[src/rtl/tpu_pkg.sv]
// Shared types and constants for the systolic array control blocks.
package tpu_pkg;

    localparam int DATA_W = 8;

    typedef enum logic [2:0] {
        IDLE,
        CAPTURE,
        SEND,
        SHIFT,
        DONE
    } drain_state_t;

    // Index width that stays at least one bit for single-entry ranges.
    function automatic int idx_w(input int n);
        return (n > 1) ? $clog2(n) : 1;
    endfunction

endpackage

[src/rtl/systolic_drain.sv]
// Drains the PE output chains column by column onto a valid/ready byte stream.
// Optional DRAIN_LAST_EN adds out_last framing on the final byte of the drain.
//
// state   | meaning
// IDLE    | waiting for start
// CAPTURE | latch chain-tail accumulators of every row
// SEND    | stream captured bytes, row 0 first
// SHIFT   | one-cycle chain shift to bring next column to the tail
// DONE    | one-cycle completion pulse
module systolic_drain
    import tpu_pkg::*;
#(
    parameter int ROWS = 2,
    parameter int COLS = 2
) (
    input  logic                     clk,
    input  logic                     rst_n,
    input  logic                     start,
    input  logic [ROWS*DATA_W-1:0]   tail_c,
    output logic                     chain_en,
    output logic [DATA_W-1:0]        chain_head,
    output logic                     busy,
    output logic                     done,
    output logic [DATA_W-1:0]        out_data,
    output logic                     out_valid,
    input  logic                     out_ready
`ifdef DRAIN_LAST_EN
    ,
    output logic                     out_last
`endif
);

    localparam int RW = idx_w(ROWS);
    localparam int CW = idx_w(COLS);
    localparam logic [RW-1:0] ROW_LAST = RW'(ROWS - 1);
    localparam logic [CW-1:0] COL_LAST = CW'(COLS - 1);

    drain_state_t              state;
    drain_state_t              state_nxt;
    logic [RW-1:0]             row_idx;
    logic [CW-1:0]             col_idx;
    logic [ROWS*DATA_W-1:0]    hold;
    logic                      handshake;

    assign handshake = (state == SEND) && out_ready;

    always_ff @(posedge clk or negedge rst_n) begin
        if (!rst_n) begin
            state <= IDLE;
        end else begin
            state <= state_nxt;
        end
    end

    always_comb begin
        state_nxt = state;
        case (state)
            IDLE:    if (start) state_nxt = CAPTURE;
            CAPTURE: state_nxt = SEND;
            SEND: begin
                if (handshake && (row_idx == ROW_LAST)) begin
                    state_nxt = (col_idx == COL_LAST) ? DONE : SHIFT;
                end
            end
            SHIFT:   state_nxt = CAPTURE;
            DONE:    state_nxt = IDLE;
            default: state_nxt = IDLE;
        endcase
    end

    always_ff @(posedge clk or negedge rst_n) begin
        if (!rst_n) begin
            row_idx <= '0;
            col_idx <= '0;
            hold    <= '0;
        end else begin
            case (state)
                IDLE: begin
                    if (start) col_idx <= '0;
                end
                CAPTURE: begin
                    hold    <= tail_c;
                    row_idx <= '0;
                end
                SEND: begin
                    if (handshake && (row_idx != ROW_LAST)) row_idx <= row_idx + 1'b1;
                end
                SHIFT: begin
                    col_idx <= col_idx + 1'b1;
                end
                default: ;
            endcase
        end
    end

    // Every output is a decode of registered state, so no input reaches an output.
    assign out_valid  = (state == SEND);
    assign out_data   = out_valid ? hold[row_idx*DATA_W +: DATA_W] : '0;
    assign chain_en   = (state == SHIFT);
    assign chain_head = '0;
    assign busy       = (state != IDLE);
    assign done       = (state == DONE);

`ifdef DRAIN_LAST_EN
    assign out_last = (state == SEND) && (row_idx == ROW_LAST) && (col_idx == COL_LAST);
`endif

endmodule

[config.mk]
export PLATFORM = sky130hd
export DESIGN_NAME = systolic_drain
export DESIGN_NICKNAME = d
export VERILOG_FILES = /design/src/rtl/tpu_pkg.sv /design/src/rtl/systolic_drain.sv
export SDC_FILE = /design/constraint.sdc
export NUM_CORES = 1
export LEC_CHECK = 0
export CORE_UTILIZATION = 43
export DETAILED_ROUTE_END_ITERATION = 7
export PLACE_DENSITY_LB_ADDON = 0.25
export SLEW_MARGIN = 40
export SYNTH_ARGS = -nofsm -noshare
export SYNTH_HDL_FRONTEND = slang
export SYNTH_SLANG_ARGS = --single-unit
export TNS_END_PERCENT = 5
[constraint.sdc]
create_clock -name clk -period 1.9 [get_ports clk]
set_input_delay 0.38 -clock clk [delete_from_list [all_inputs] [get_ports clk]]
set_output_delay 0.38 -clock clk [all_outputs]
set_load 0.01 [all_outputs]
======== Yosys cells after proc, flatten, opt, wreduce, memory -nomap -nowiden ========
Cells that the tools add are included.
operators by class
  mux-type cells .......................... 9
  bitwise logic cells ..................... 1
  shift-type cells ........................ 1
  $add $sub $neg .......................... 2
  equality and inequality tests ........... 7
  reduce and logical (&&, ||, !) cells .... 10
operators with widths
  cell                                                    number
  variable part select 16 x 5 -> 8 bit                    1
  one-hot mux 3 bit (4 select lines)                      1
  2-to-1 mux 3 bit                                        3
  2-to-1 mux 8 bit                                        1
  equality test 3 x 2 -> 1 bit (second input constant)    2
  AND reduction 2 bit                                     3
  inequality test 2 x 1 -> 1 bit (second input constant)  2
  one-hot mux 1 bit (2 select lines)                      2
  nonzero test 2 bit                                      2
  equality test 3 x 1 -> 1 bit (second input constant)    1
  equality test 3 bit (second input constant)             1
  logical AND 1 bit                                       3
  logical NOT 3 bit                                       1
  nonzero test 3 bit                                      1
  adder 1 bit (second input constant)                     2
  2-to-1 mux 1 bit                                        2
  inequality test 2 bit (second input constant)           1
  inverter 1 bit                                          1
storage, ports and cells
  register bits ........................... 21
  bits of input ports ..................... 20

======== Depth between registers and ports, before layout ========
Gate-level depths: netlist of run 1.
  word-level depth ........................ 5
  mapped depth ............................ 5
  depth with buffers taken out ............ 4

======== Worst setup path after synthesis of run 1 ========
OpenSTA, ideal clock, no wires.
  path kind ............................... reg-to-output
  start ................................... register state[1]
  end ..................................... output out_data[0]
  cell stages (with the launch flop) ...... 5
  slack ................................... 0.510 ns
  required time ........................... 1.520 ns
  path buffers ............................ 1
  data arrival time ....................... 1.010 ns
  cells stage by stage .................... dfrtp_1 nor2b_2 nand2b_1 buf_2 nor2_1
between the ends
  longest elaborated chain between the ends .. 2
ends and longest elaborated chain
  what                          line                  text
  start, declared               systolic_drain.sv:38  drain_state_t state;
  start signal, assigned        systolic_drain.sv:51  state <= state_nxt;
  equality test 3 x 2 -> 1 bit  systolic_drain.sv:97  assign out_valid = (state == SEND);
  2-to-1 mux 8 bit              systolic_drain.sv:98  assign out_data = out_valid ? hold[row_idx*DATA_W +: DATA_W] : '0;
  end, declared                 systolic_drain.sv:24  output logic [DATA_W-1:0] out_data,
No other way between the ends.

======== Worst setup path after layout of run 1 ========
  start ................................... register state[0]
  end ..................................... output busy
between the ends
  longest elaborated chain between the ends .. 1
ends and longest elaborated chain
  what                line                   text
  nonzero test 3 bit  systolic_drain.sv:101  assign busy = (state != IDLE);
  end, declared       systolic_drain.sv:22   output logic busy,
No other way between the ends.

==> impl_metrics.json, run 1 <==
{
  "period_share": 0.9598,
  "drc": 0,
  "area_growth_pct": 33.65,
  "routedWlPerCell_um": 11.39,
  "antennaDiodeCount": 0,
  "dp_hpwl_mm": 1.361,
  "dieArea_um2": 2649,
  "pin_count": 40,
  "setup-violations-final": 0,
  "synth.distinct_cells": 26,
  "hold_path.class": "primary input to asynchronous set/reset pin",
  "power_density_nw_per_um2": 1434,
  "met1_usage": 0.1721,
  "min_period_ns": 1.824,
  "cts_setup_buffers": 0,
  "ys_ff_latch": 21,
  "drtPass1Iterations": 2,
  "cts-root-buf": "clkbuf_4",
  "arrival_ns": 1.44,
  "holdWs_ns": 0.4081,
  "die_y_um": 51.47,
  "grt_max_degree": 22,
  "yosys_warnings": 0,
  "syn-cell-area_um2": 1052,
  "antenna_found_initial": 0,
  "vias": 735,
  "grt_pass1_wl_mm": 3.049,
  "p_leak_nw": 0.6466,
  "status": "finished, final reports clean",
  "numCtsBuffers": 3,
  "rsz0062_at_grt": "no",
  "rrSetupSlack_ns": 0.47,
  "cts_tree": "yes",
  "syn_avg_cell_area_um2": 12.09,
  "final_nets": 147,
  "cp.required_ns": 1.52,
  "grt_overflow": 0,
  "grt_use_met3": 0.03274,
  "clk_path_buf_depth": 2,
  "grt_usage": 0.1590,
  "hold_viol": 0,
  "critical_path_class": "register to output pin",
  "maxCapViolCount": 0,
  "drt_iter0_drc": 3,
  "r2r-end": "hold[13]",
  "seq_area_frac_synth": 0.4994,
  "syn_inst": 87,
  "r2r_cells": 4,
  "nFillCells": 197,
  "path_max_fanout": 7,
  "numClockSinks": 21,
  "cts_max_level": 1,
  "drive_above_1_share": 0.2460,
  "grt_pass1_vias": 734,
  "met2_usage": 0.2879,
  "gp_congestion": 0.7449,
  "slew_viol_final": 0,
  "dieWidth_um": 51.47,
  "setup_tns_ns": 0,
  "routed_wl_mm": 1.754,
  "clk_latency_ns": 0.29,
  "start_kind": "register",
  "busiest_layer": "met2",
  "endpoint_kind": "output pin",
  "fin_skew_ns": 0.004695,
  "fmax_mhz": 548.4,
  "rr_startpoint": "state[2]",
  "rows": 17,
  "initial_core_util": 0.4667,
  "vias_per_cell": 4.773,
  "peakVddDrop_mv": 0.8239,
  "dpl.cell_count": 150,
  "core_um2": 2255,
  "stdcell_count": 154,
  "ant_nets": 0,
  "io_buffers": 31,
  "clkTransAtPathRegs_ns": 0.11
}
## metal layers
layer | routed length [um] | up-vias | part of all wire
met5 | 0 | - | 0
met4 | 13 | 0 | 0.0074
met3 | 94 | 2 | 0.054
met2 | 893 | 25 | 0.51
met1 | 753 | 349 | 0.43
li1 | - | 359 | -
## kinds of logic after synthesis
family,after synthesis,synth area share
buffers and inverters,14,0.1034
DFF,21,0.4994
AOI/OAI and AO/OA,4,0.02497
muxes,24,0.2473
and+or+nand+nor,23,0.1213
other,1,0.003564
## layout make-up
class,instances,area (um2),share of cell area
flip-flops and latches,21,525.5,0.3737
repair buffers,40,367.9,0.2616
multi-input cells,59,444.2,0.3158
inverters,2,7.507,0.005338
clock buffers,4,26.28,0.01868
well taps,28,35.03,0.02491
## cell usage in the layout, fill, tap and decap left out, drive strengths merged, types with 2 or more instances in the layout
cell type      Yosys  final
and2               2      2
and3               2      2
buf               12      9
clkbuf             0      5
clkdlybuf4s15      0      7
clkdlybuf4s50      0     19
conb               1      8
dfrtp             21     21
dlygate4sd2        0      4
inv                2      2
mux2              16     16
mux2i              8      8
nor2              11     11
nor3b              2      2
## Yosys cell counts
| cell type | instances | area, um2 |
|---|---|---|
| mux2_2 | 15 | 168.9 |
| a21oi_1 | 1 | 5.000 |
| buf_2 | 2 | 10.01 |
| conb_1 | 1 | 3.750 |
| buf_12 | 1 | 20.02 |
| nand2b_1 | 1 | 6.260 |
| mux2_1 | 1 | 11.26 |
| o21ai_0 | 1 | 5.000 |
| dfrtp_1 | 21 | 525.5 |
| buf_4 | 8 | 60.06 |
| buf_6 | 1 | 11.26 |
| mux2i_1 | 8 | 80.08 |
| a31o_1 | 1 | 8.760 |
| o21bai_1 | 1 | 7.510 |
| nor4_1 | 1 | 6.260 |
| nor2_1 | 11 | 41.29 |
| inv_2 | 1 | 3.750 |
| or3_1 | 1 | 6.260 |
| nor3b_1 | 1 | 7.510 |
| nor3b_2 | 1 | 12.51 |
| nor2b_2 | 1 | 8.760 |
| inv_1 | 1 | 3.750 |
| nor4b_1 | 1 | 8.760 |
| and2_1 | 2 | 12.51 |
| nand3_1 | 1 | 5.000 |
| and3_1 | 2 | 12.51 |
## state kept, by name, indices dropped and copies added, names as in the netlist
signal   count
hold        16
col_idx      1
state        3
row_idx      1
## power by group
group	total [mW]	internal (mW)	switching, mW
Sequential	0.769	0.663	0.106
Combinational	1.04	0.597	0.448
Clock	0.203	0.0816	0.121
Total	2.02	1.34	0.675
## worst max-delay path, cell delays in order (launching register included)
cell             delay [ns]
dfrtp_1                0.41
buf_4                  0.16
or3_1                  0.35
clkdlybuf4s15_1        0.23
## repair_timing
action,in CTS,in global routing
hold buffers,0,0
endpoints found under the setup margin,12,8
resized for setup,12,9
## through the flow
stage	utilization	area [um2]	setup WS (ns)	power [mW]
final	0.6238	1406	0.07641	2.017
after global routing	0.6238	1406	0.0003532	2.171
after CTS	0.6215	1401	0.004825	2.035
after detailed placement	0.6165	1390	0.1204	1.905
after global placement	0.6165	1390	0.1318	1.882
after floorplan	-	1079	0.5099	1.506
## how the worst max path moves through the flow
stage | start | to | slack [ns]
after floorplan | state[1] | out_data[0] | 0.51
after global placement | state[2] | out_data[7] | 0.13
after detailed placement | state[2] | out_data[7] | 0.12
after CTS | state[0] | busy | 0.005
after global routing | state[2] | out_data[1] | 0.0004
final | state[0] | busy | 0.08
Note: power is estimated with default switching activity, not from simulation.
==> run 2: changes to the inputs <==
Settings changed: CORE_UTILIZATION 43 to 46.
Clock period 1.9 ns to 2.4 ns, I/O delays scaled along.
==> impl_metrics.json, run 2 (synthesis gave the netlist of run 1 again) <==
{
  "status": "finished, final reports clean",
  "drtPass1Iterations": 4,
  "cts_max_level": 1,
  "setup-violations-final": 0,
  "dieArea_um2": 2483,
  "vias_per_cell": 5.034,
  "vias": 745,
  "routedWlPerCell_um": 13.30,
  "r2r-end": "hold[9]",
  "rr_startpoint": "state[0]",
  "cts-root-buf": "clkbuf_4",
  "fmax_mhz": 436.9,
  "stdcell_count": 148,
  "max-slew-margin-rel": 0.6423,
  "numCtsBuffers": 3,
  "rrSetupSlack_ns": 0.65,
  "reg.largest.list": "hold: 16 flops, state: 3 flops",
  "p_total_mw": 1.644,
  "grt_pass1_vias": 775,
  "pin_count": 40,
  "drive_above_1_share": 0.2231,
  "peakVddDrop_mv": 0.7614,
  "nFillCells": 159,
  "grt_pass1_wl_mm": 3.318,
  "antenna_found_initial": 0,
  "cts_tree": "yes",
  "drt_iter0_drc": 2,
  "hold_viol": 0,
  "slew_viol_final": 0,
  "period_share": 0.9537,
  "die_y_um": 49.83,
  "antennaDiodeCount": 0,
  "clkTransAtPathRegs_ns": 0.11,
  "maxCapViolCount": 0,
  "core_um2": 2062,
  "largest-register": "hold",
  "largest_register_ffs": 16,
  "final.setup.worst_slack_ns": 0.1112,
  "fin_skew_ns": 0.004515,
  "gp_congestion": 0.6398,
  "clk_latency_ns": 0.30,
  "p_leak_nw": 0.6047,
  "post-place-ws_ns": 0.2245,
  "grt_overflow": 0,
  "cp.required_ns": 1.92,
  "post-route-util": 0.6748,
  "arrival_ns": 1.81,
  "final_cell_area_um2": 1391,
  "path_max_fanout": 10,
  "numClockSinks": 21,
  "final_nets": 142,
  "io_buffers": 31,
  "cts_hold_buf": 0,
  "initial_core_util": 0.5103,
  "crit_start": "state[2]",
  "rows": 16,
  "holdWs_ns": 0.5080,
  "drc": 0,
  "final_cell_mix": "31 x clkdlybuf4s50_1, 20 x dfrtp_1, 15 x mux2_2",
  "grt_max_degree": 22,
  "routed_wl_mm": 1.969,
  "grt_usage": 0.1833,
  "tightest_slew_ns": 0.5343,
  "power_density_nw_per_um2": 1181,
  "dieWidth_um": 49.83,
  "dpl.cell_count": 142,
  "clk_path_buf_depth": 2,
  "dp_hpwl_mm": 1.353,
  "start_kind": "register",
  "layout_commonest_cell": "clkdlybuf4s50_1",
  "critical_path_class": "register to output pin",
  "min_period_ns": 2.289,
  "r2r_cells": 3,
  "ant_nets": 0,
  "setup_tns_ns": 0,
  "placed_cell_area_um2": 1336,
  "hold_path.class": "primary input to asynchronous set/reset pin",
  "endpoint_kind": "output pin",
  "area_growth_pct": 32.22
}
[run 2: changes by cell type in the layout (fill, tap and decap cells not counted), moves of 4 or more]
cell / change
buf_4: -5
clkdlybuf4s15_1: -7
clkdlybuf4s50_1: +12
dlygate4sd2_1: -4
[run 2: area by class of cell]
| type | instances | area [um2] | share of cell area |
|---|---|---|---|
| Inverter | 2 | 7.507 | 0.005396 |
| Sequential cell | 21 | 526.8 | 0.3786 |
| Timing Repair Buffer | 35 | 340.3 | 0.2446 |
| Clock buffer | 4 | 26.28 | 0.01888 |
| Tap cell | 27 | 33.78 | 0.02428 |
| Multi-Input combinational cell | 59 | 456.7 | 0.3282 |
[run 2: critical path, cell delays in order (launching register included)]
cell,delay (ns)
dfrtp_1,0.47
nor2b_4,0.21
nand2b_4,0.13
nor2_1,0.14
clkdlybuf4s50_1,0.56
[run 2: per-layer routing]
| layer | global-route usage | wire length, um | part of all wire |
|---|---|---|---|
| met3 | 0.02160 | 76 | 0.039 |
| met5 | 0 | 0 | 0 |
| met1 | 0.1992 | 837 | 0.43 |
| met4 | 0.1000 | 10 | 0.0051 |
| met2 | 0.3401 | 1045 | 0.53 |
[run 2: repair_timing]
| action | 4_1_cts | 5_1_grt |
|---|---|---|
| pin swaps | 0 | 0 |
| endpoints found under the setup margin | 9 | 9 |
| buffers inserted | 0 | 2 |
| resized for setup | 2 | 2 |
| cloned | 0 | 0 |
| endpoints found under the hold margin | 0 | 0 |
[run 2: power breakdown]
group | total, mW | internal [mW] | switching (mW)
registers | 0.663 | 0.526 | 0.137
logic | 0.814 | 0.498 | 0.316
clock network | 0.166 | 0.0647 | 0.101
[run 2: worst max-delay path by stage]
| stage | endpoint | slack [ns] | cells past startpoint |
|---|---|---|---|
| 2_1_floorplan | out_data[0] | 0.91 | 4 |
| 5_1_grt | out_data[1] | -0.003 | 4 |
| 3_5_place_dp | out_data[7] | 0.22 | 4 |
| 3_3_place_gp | out_data[7] | 0.28 | 4 |
| 6_report | out_data[1] | 0.11 | 4 |
| 4_1_cts | out_data[7] | 0.05 | 4 |
==> run 3: changes to the inputs <==
Settings changed: GPL_ROUTABILITY_DRIVEN set to 0.
==> results of run 3 <==
Same layout as run 2: the final DEF is identical, and so are final timing and power.
